## src/rtl/hbm_rqst_arbiter.sv

```systemverilog
// Round-robin read-request arbiter for one HBM pseudo-channel with in-order response routing.
// Optional HBM_ARB_ERR_CHECK_EN adds a sticky rsp_underflow_err output.
module hbm_rqst_arbiter #(
    parameter int HBM_AWIDTH        = 33,
    parameter int GROUP_CORE_NUM    = 4,
    parameter int CORE_SEL_WIDTH    = 2,
    parameter int OUTSTANDING_DEPTH = 32,
    parameter int OUT_CNT_WIDTH     = 6
) (
    input  logic                                 clk,
    input  logic                                 rst,
    input  logic [GROUP_CORE_NUM*HBM_AWIDTH-1:0] core_rd_addr,
    input  logic [GROUP_CORE_NUM-1:0]            core_rd_valid,
    output logic [GROUP_CORE_NUM-1:0]            core_rd_ready,
    input  logic                                 stage_full,
    output logic [HBM_AWIDTH-1:0]                rd_hbm_edge_addr,
    output logic                                 rd_hbm_edge_valid,
    input  logic                                 hbm_rsp_valid,
    output logic [GROUP_CORE_NUM-1:0]            rsp_core_sel,
    output logic                                 rsp_core_sel_valid,
    output logic [OUT_CNT_WIDTH-1:0]             outstanding_cnt,
`ifdef HBM_ARB_ERR_CHECK_EN
    output logic                                 rsp_underflow_err,
`endif
    output logic                                 idle
);
    localparam int PTR_W = $clog2(OUTSTANDING_DEPTH);
    localparam logic [OUT_CNT_WIDTH-1:0]  CNT_FULL  = OUT_CNT_WIDTH'(OUTSTANDING_DEPTH);
    localparam logic [CORE_SEL_WIDTH-1:0] LAST_CORE = CORE_SEL_WIDTH'(GROUP_CORE_NUM - 1);

    logic [CORE_SEL_WIDTH-1:0] rr_ptr;
    logic [CORE_SEL_WIDTH-1:0] grant_idx;
    logic [CORE_SEL_WIDTH-1:0] head_tag;
    logic                      grant_hit;
    logic                      can_issue;
    logic                      accept;
    logic                      pop;
    logic                      tags_empty;
    logic [CORE_SEL_WIDTH-1:0] tag_mem [OUTSTANDING_DEPTH];
    logic [PTR_W-1:0]          wr_ptr;
    logic [PTR_W-1:0]          rd_ptr;

    // The outstanding counter doubles as the tag FIFO occupancy.
    assign tags_empty = (outstanding_cnt == '0);
    assign can_issue  = !rst && !stage_full && (outstanding_cnt < CNT_FULL);
    assign accept     = grant_hit && can_issue;
    assign pop        = hbm_rsp_valid && !tags_empty;
    assign head_tag   = tag_mem[rd_ptr];

    always_comb begin
        int unsigned idx;
        idx       = '0;
        grant_hit = 1'b0;
        grant_idx = '0;
        for (int unsigned k = 0; k < GROUP_CORE_NUM; k++) begin
            idx = (32'(rr_ptr) + k) % 32'(GROUP_CORE_NUM);
            if (!grant_hit && core_rd_valid[CORE_SEL_WIDTH'(idx)]) begin
                grant_hit = 1'b1;
                grant_idx = CORE_SEL_WIDTH'(idx);
            end
        end
    end

    always_comb begin
        core_rd_ready = '0;
        if (accept) begin
            core_rd_ready[grant_idx] = 1'b1;
        end
    end

    always_ff @(posedge clk) begin
        if (accept) begin
            tag_mem[wr_ptr] <= grant_idx;
        end
    end

    always_ff @(posedge clk) begin
        if (rst) begin
            rr_ptr             <= '0;
            wr_ptr             <= '0;
            rd_ptr             <= '0;
            rd_hbm_edge_addr   <= '0;
            rd_hbm_edge_valid  <= 1'b0;
            rsp_core_sel       <= '0;
            rsp_core_sel_valid <= 1'b0;
            outstanding_cnt    <= '0;
        end else begin
            rd_hbm_edge_valid <= accept;
            if (accept) begin
                rd_hbm_edge_addr <= core_rd_addr[grant_idx*HBM_AWIDTH +: HBM_AWIDTH];
                wr_ptr           <= wr_ptr + PTR_W'(1);
                rr_ptr           <= (grant_idx == LAST_CORE) ? '0 : grant_idx + CORE_SEL_WIDTH'(1);
            end
            rsp_core_sel_valid <= pop;
            rsp_core_sel       <= '0;
            if (pop) begin
                rsp_core_sel[head_tag] <= 1'b1;
                rd_ptr                 <= rd_ptr + PTR_W'(1);
            end
            case ({accept, pop})
                2'b10:   outstanding_cnt <= outstanding_cnt + OUT_CNT_WIDTH'(1);
                2'b01:   outstanding_cnt <= outstanding_cnt - OUT_CNT_WIDTH'(1);
                default: outstanding_cnt <= outstanding_cnt;
            endcase
        end
    end

`ifdef HBM_ARB_ERR_CHECK_EN
    always_ff @(posedge clk) begin
        if (rst) begin
            rsp_underflow_err <= 1'b0;
        end else if (hbm_rsp_valid && tags_empty) begin
            rsp_underflow_err <= 1'b1;
        end
    end
`endif

    assign idle = !rst && tags_empty && !(|core_rd_valid) && !rd_hbm_edge_valid;

endmodule

```

## config.mk

```make
export PLATFORM = sky130hd
export DESIGN_NAME = hbm_rqst_arbiter
export DESIGN_NICKNAME = d
export VERILOG_FILES = /design/src/rtl/hbm_rqst_arbiter.sv
export SDC_FILE = /design/constraint.sdc
export NUM_CORES = 1
export LEC_CHECK = 0
export ABC_AREA = 1
export BUFFER_PORTS_ARGS = -buffer_cell sky130_fd_sc_hd__buf_2
export CAP_MARGIN = 25
export CORE_MARGIN = 2
export CORE_UTILIZATION = 58
export DETAILED_ROUTE_END_ITERATION = 8
export PLACE_DENSITY = 0.95
export SYNTH_ARGS = -nofsm -noshare
export SYNTH_HDL_FRONTEND = slang
export SYNTH_SLANG_ARGS = --single-unit
export TNS_END_PERCENT = 10
```

## constraint.sdc

```tcl
create_clock -name clk -period 7.75 [get_ports clk]
set_input_delay 0.775 -clock clk [delete_from_list [all_inputs] [get_ports clk]]
set_output_delay 0.775 -clock clk [all_outputs]
set_load 0.01 [all_outputs]
```

==> results.toml, run 1 <==
[status]
outcome = "completed"

[synthesis]
synthTopCellsByArea = "edfxtp_1 (27%), dfxtp_1 (17%), nand3_1 (13%), inv_1 (11%), nand2_1 (8.4%)"
syn-num-nets = 1184
yosysTopAreaCell = "edfxtp_1"
ys_types = 28
synth-seq-cells = 126
syn_area_mm2 = 0.00725
synth.avg_cell_area_um2 = 7.03
synth_top_area_share_pct = 26.5
yosysWarnings = 0
netlist_instances = 1032
seq_area_frac_synth_pct = 43.6

[drt]
finalWirelength_um = 19700
firstDrtPassIters = 6
drt_iter0_markers = 679
routed-via-count = 7342
drcViolationCount = 0
ant_nets = 0
wl_per_cell_um = 14.3
via_per_inst = 5.34

[clock_network]
clkLatencyLatePin_ns = 0.42
numCtsBuffers = 17
cts_resized = 0
postCtsSetupRepairBufs = 0
ctsHoldBuffers = 0
clk_pin_slew_ns = 0.05
root_buffer = "clkbuf_16"
clockBufferDepth = 2
cts_max_level = 4
cts.sinks = 126
cts_tree = "yes"

[worst_setup_path]
required_ns = 6.97
cp_max_fo = 67
crit_path_start_kind = "register"
cp_data_arrival_time_ns = 3.74
crit_type = "register to output pin"
r2r_slack_ns = 4.25
crit_path_end_kind = "output pin"

[final_layout]
finalNetCount = 1345
syn_to_final_growth_pct = 19.9
drive_above_1_share_pct = 19.3

[floorplan]
std_cell_rows = 40
die_w_um = 116
die_area_mm2 = 0.0134
die_h_um = 116
fp.coreArea_mm2 = 0.0121
ioPinCount = 190
start_util_pct = 59.9

[place]
gp_congestion = 0.922
place_hpwl_um = 13300
port_buffers = 189

[global_route]
antenna_found_initial = 1
grt_util_all_layers_pct = 30.2
grt_pass1_vias = 6846
grt_max_degree = 75
gr-total-overflow = 0
grt_pass1_wl_um = 31700

[timing]
period_minus_slack_ns = 4.52
hold_ws_ns = 0.458
setup_viol = 0
slew_viol_final = 0
fin_tns_setup_ns = 0
fin_crit_sh_pct = 58.3
fin_skew_ns = 0.00703
finalHoldViolations = 0
fmax_ghz = 0.221
worst_slew_pin_slew_ns = 0.876
slew_headroom_pct = 41.5
rsz0062_at_grt = "false"

[power]
powerDensity_mw_per_mm2 = 304
peakVddDrop_mv = 0.165
cellLeakagePower_nw = 4.58

[run]
max_cap_viol_count = 0

[min_path]
hold_path.class = "register to register"
==> flip-flops by register name, summed over array words and instances, names as in the netlist, named ones only <==
| signal | count |
|---|---|
| rsp_core_sel | 4 |
| outstanding_cnt | 6 |
| rd_ptr | 5 |
| rd_hbm_edge_valid | 1 |
| rr_ptr | 2 |
| tag_mem | 64 |
| rd_hbm_edge_addr | 33 |
| wr_ptr | 5 |
| rsp_core_sel_valid | 1 |
==> cells in the mapped netlist <==
cell type and count:
inv_1 206, nand3_1 189, nand2_1 163, nor2_1 162, edfxtp_1 64, dfxtp_1 62
o21ai_0 49, clkbuf_1 22, a21oi_1 19, buf_2 15, ha_1 12, o221ai_1 12
buf_6 9, buf_1 7, nand2_2 5, nor3_1 5, o21ai_1 5, xnor2_1 5
xor2_1 5, buf_4 3, nand4_1 3, o22ai_1 3, inv_2 2, a211oi_1 1
a21boi_0 1, clkinv_1 1, nor2_2 1, nor4_1 1
==> final timing paths <==
path	from	to	depth (start not counted)
max reg2reg	rr_ptr[0]	rr_ptr[0]	16
min reg2reg	rd_ptr[4]	rd_ptr[4]	1
min	rd_ptr[4]	rd_ptr[4]	1
max	rr_ptr[0]	core_rd_ready[3]	14
==> final cells by class <==
class / count / area [µm²]
Fill cell: 942 / 3420
Multi-Input combinational cell: 641 / 3010
Timing Repair Buffer: 198 / 1010
Sequential cell: 126 / 3160
Antenna cell: 1 / 2.50
Tap cell: 168 / 210
Clock inverter: 11 / 75.1
Inverter: 209 / 785
Clock buffer: 21 / 440
==> cell families (layout without fill, tap and decap cells) <==
group	after synthesis	count (layout)	synth area share [%]
compound gates	90	90	6.95
buf+inv	265	439	15.1
fa+ha+maj	12	12	2.07
xor+xnor	10	10	1.21
other cells	0	1	0
flops	126	126	43.6
simple gates	529	529	31.1
==> metal layers <==
layer / vias up / routed length (µm) / GRT usage (%) / part of all wire (%)
li1: 3573 / - / - / -
met1: 3289 / 7490 / 37.2 / 38
met2: 413 / 9950 / 51.8 / 50
met3: 67 / 1600 / 6.17 / 8.1
met4: 0 / 668 / 12.5 / 3.4
met5: - / 0 / 0 / 0
==> power by group <==
part	switching (mW)	total (mW)	internal [mW]	leakage [nW]
Sequential	0.0665	0.880	0.813	1.09
Combinational	0.708	1.06	0.349	3.23
Clock	0.273	0.705	0.431	0.258
Total	1.05	2.64	1.59	4.58
==> worst max-delay path, cell delays in order (launching register included) <==
cell and delay [ns]:
dfxtp_1 0.57, inv_2 0.16, nand2_1 0.11, nand2_2 0.08, o21ai_1 0.19, nand3_1 0.14, nand2_2 0.08, buf_4 0.49
nand2_2 0.11, inv_1 0.47, buf_4 0.30, ha_1 0.17, inv_1 0.04, nor2_1 0.19, buf_2 0.17
==> metrics by stage <==
stage | power (mW) | worst slack [ns] | utilization [%] | std cells | cell area, µm²
floorplan | 1.67 | 4.45 | - | 1032 | 7250
global placement | 1.87 | 3.56 | 67.5 | 1342 | 8180
detailed placement | 1.91 | 3.47 | 67.5 | 1342 | 8180
CTS | 2.63 | 3.27 | 71.8 | 1374 | 8690
global route | 2.81 | 2.91 | 71.8 | 1375 | 8690
finish | 2.64 | 3.23 | 71.8 | 1375 | 8690
==> placed cells by master, fill, tap and decap left out, types with 7 or more instances in the layout <==
cell type  Yosys  layout
o21ai_0       49      49
buf_2         15     189
nand2_1      163     161
ha_1          12      12
nor2_1       162     162
dfxtp_1       62      62
nand2_2        5       7
clkbuf_16      0      17
buf_4          3       9
nand3_1      189     189
o221ai_1      12      12
inv_1        206     205
edfxtp_1      64      64
a21oi_1       19      19
Power figures use the tool's default switching activity.
==> run 2, diff against run 1 <==
ABC_AREA = 0   (was 1)
CORE_UTILIZATION = 52   (was 58)
PLACE_DENSITY = 0.9   (was 0.95)
clock period = 4.3 ns   (was 7.75 ns; I/O delays follow)
==> run 2 against run 1 <==
  * Via count shrank 21%
  * Worst setup slack lost 2.5 ns
  * Cell count shrank 31%
  * Clock power grew 100%
  * Critical path depth shrank 6
  * Non-clock buffer count grew 2
  * Die area grew 0.66%
  * Design area shrank 5.8%
  * Combinational power grew 11%
  * Global-route usage shrank 1.7 points
  * Core utilization shrank 4.5 points
  * Register-to-register slack lost 3.2 ns
  * Largest cell class unchanged
==> results.toml, run 2 <==
[synthesis]
syn_area_mm2 = 0.00655
yosysTopAreaCell = "edfxtp_1"
seq_area_frac_synth_pct = 48.3
synth_edf_count = 64
ys_types = 49
yosysWarnings = 0
netlist_top_cells_count = "a211oi_1 (69), nor4b_1 (67), edfxtp_1 (64)"
synth-seq-cells = 126
synth_most_common_cell = "a211oi_1"
async_flop_share_pct = 0
synth.avg_cell_area_um2 = 10.9
synthTopCellsByArea = "edfxtp_1 (29%), dfxtp_1 (19%), nor4b_1 (9.0%), a211oi_1 (7.9%), nand3b_1 (4.2%)"
ys.flop_type = "edfxtp_1"
synth_top_area_share_pct = 29.4
syn-num-nets = 755
netlist_instances = 603

[power]
pwr-share-comb_pct = 28.7
p_int_mw = 2.82
cellLeakagePower_nw = 3.07
powerDensity_mw_per_mm2 = 504
p_seq_share_pct = 37.1
netSwitchingFraction_pct = 31.5
p_switching_mw = 1.30
peakVddDrop_mv = 0.270
pwr-share-clk_pct = 34.2

[final_layout]
utilization_pct = 67.3
seqCellArea_mm2 = 0.00316
regMostFlops = "tag_mem"
largest_register_ffs = 64
nFillCells = 876
finalNetCount = 912
syn_to_final_growth_pct = 25.1
drive_above_1_share_pct = 32.2
multi_input_area_mm2 = 0.00314
top_regs = "tag_mem: 64 flops, rd_hbm_edge_addr: 33 flops, outstanding_cnt: 6 flops"
final_cell_mix = "buf_2 (189), a211oi_1 (69), nor4b_1 (67)"
final_common_cell = "buf_2"

[run]
max_cap_viol_count = 0

[timing]
slew_headroom_pct = 49.5
setup_slack_ns = 0.685
slew_viol_final = 0
finalHoldViolations = 0
worst_slew_pin_slew_ns = 0.758
fin_tns_setup_ns = 0
setup_viol = 0
fin_skew_ns = 0.00690
period_minus_slack_ns = 3.61
fin_crit_sh_pct = 84.1
rsz0062_at_grt = "false"
fmax_ghz = 0.277

[global_route]
grt_util_all_layers_pct = 28.5
grt_pass1_wl_um = 29300
antenna_found_initial = 4
gr-total-overflow = 0
grt_pass1_vias = 5639
grt_max_degree = 71

[floorplan]
start_util_pct = 53.8
die_area_mm2 = 0.0135
std_cell_rows = 40
die_w_um = 116
ioPinCount = 190
die_h_um = 116
fp.coreArea_mm2 = 0.0122

[place]
place_hpwl_um = 12500
place_ws_ns = 1.05
port_buffers = 189
gp_congestion = 0.880

[drt]
drcViolationCount = 0
drt_iter0_markers = 500
via_per_inst = 6.17
wl_per_cell_um = 19.8
ant_nets = 0
firstDrtPassIters = 6
routed-via-count = 5827
finalWirelength_um = 18700

[worst_setup_path]
cp_max_fo = 70
reg2reg_depth = 10
required_ns = 3.87
crit_path_start_kind = "register"
crit_path_end_kind = "output pin"
cp_data_arrival_time_ns = 3.18
crit_type = "register to output pin"

[clock_network]
root_buffer = "clkbuf_16"
numCtsBuffers = 17
cts_max_level = 4
ctsHoldBuffers = 0
cts_resized = 0
clk_pin_slew_ns = 0.05
clkLatencyLatePin_ns = 0.41
clockBufferDepth = 2
cts.sinks = 126
postCtsSetupRepairBufs = 0
cts_tree = "yes"

[min_path]
hold_path.class = "input pin to register"
whs_path_depth = 3

[status]
outcome = "completed"
## run 2: changes by cell type after synthesis, sizes merged, moves of 20 or more
| cell | previous run | this run |
|---|---|---|
| nand3b | 0 | 37 |
| nor2 | 163 | 53 |
| a211oi | 1 | 69 |
| buf | 34 | 7 |
| nand2 | 168 | 16 |
| nor4b | 0 | 67 |
| mux2i | 0 | 20 |
| o21ai | 54 | 3 |
| inv | 208 | 7 |
| o31ai | 0 | 34 |
| clkbuf | 22 | 55 |
| nand3 | 189 | 5 |
## run 2: through the flow
stage / power [mW] / area, µm² / cells / hold slack [ns]
floorplan: 2.32 / 6550 / 603 / 0.482
global placement: 2.62 / 7560 / 908 / 0.473
detailed placement: 2.69 / 7560 / 908 / 0.474
CTS: 4.10 / 8150 / 940 / 0.355
global route: 4.29 / 8190 / 944 / 0.379
finish: 4.12 / 8190 / 944 / 0.359
## run 2: logic make-up (layout without fill, tap and decap cells)
logic type | after synthesis | count (layout) | synth area share (%)
flops | 126 | 126 | 48.3
fa+ha+maj | 12 | 12 | 2.29
other cells | 0 | 3 | 0
mux | 32 | 32 | 7.07
compound gates | 137 | 137 | 15.2
buf+inv | 69 | 239 | 4.19
xor+xnor | 11 | 11 | 1.47
simple gates | 216 | 216 | 21.5
## run 2: worst max-delay path: stages (launching register included)
cell	delay (ns)
dfxtp_1	0.45
mux2i_1	0.32
nor2_4	0.06
or3_2	0.47
buf_4	0.33
inv_2	0.52
ha_1	0.28
and2_1	0.15
buf_2	0.14
## run 2: area by class of cell
type | instances | share of cell area [%]
Antenna cell | 3 | 0.0917
Clock buffer | 27 | 6.65
Clock inverter | 5 | 0.611
Inverter | 7 | 0.321
Multi-Input combinational cell | 408 | 38.3
Sequential cell | 126 | 38.6
Tap cell | 168 | 2.57
Timing Repair Buffer | 200 | 12.8
## run 2: power by group through the flow
stage	sequential, mW	clock, mW	combinational [mW]
floorplan	1.55	0	0.761
global placement	1.55	0	1.07
detailed placement	1.56	0	1.13
global route	1.54	1.47	1.28
CTS	1.54	1.41	1.14
finish	1.53	1.41	1.18
## run 2: routing by layer
metal,vias up,share of wire [%],global-route usage (%)
met3,57,7.0,6.02
met2,320,52,48.9
met4,2,4.0,15.1
li1,2669,-,-
met5,-,0.069,0
met1,2779,37,33.6
## run 2: final timing paths
check	endpoint	startpoint	slack [ns]
max	core_rd_ready[3]	rr_ptr[1]	0.69
min	rd_hbm_edge_addr[0]	core_rd_addr[0]	0.36
max reg2reg	outstanding_cnt[4]	outstanding_cnt[1]	1.08
min reg2reg	rd_hbm_edge_addr[22]	rd_hbm_edge_addr[22]	0.48
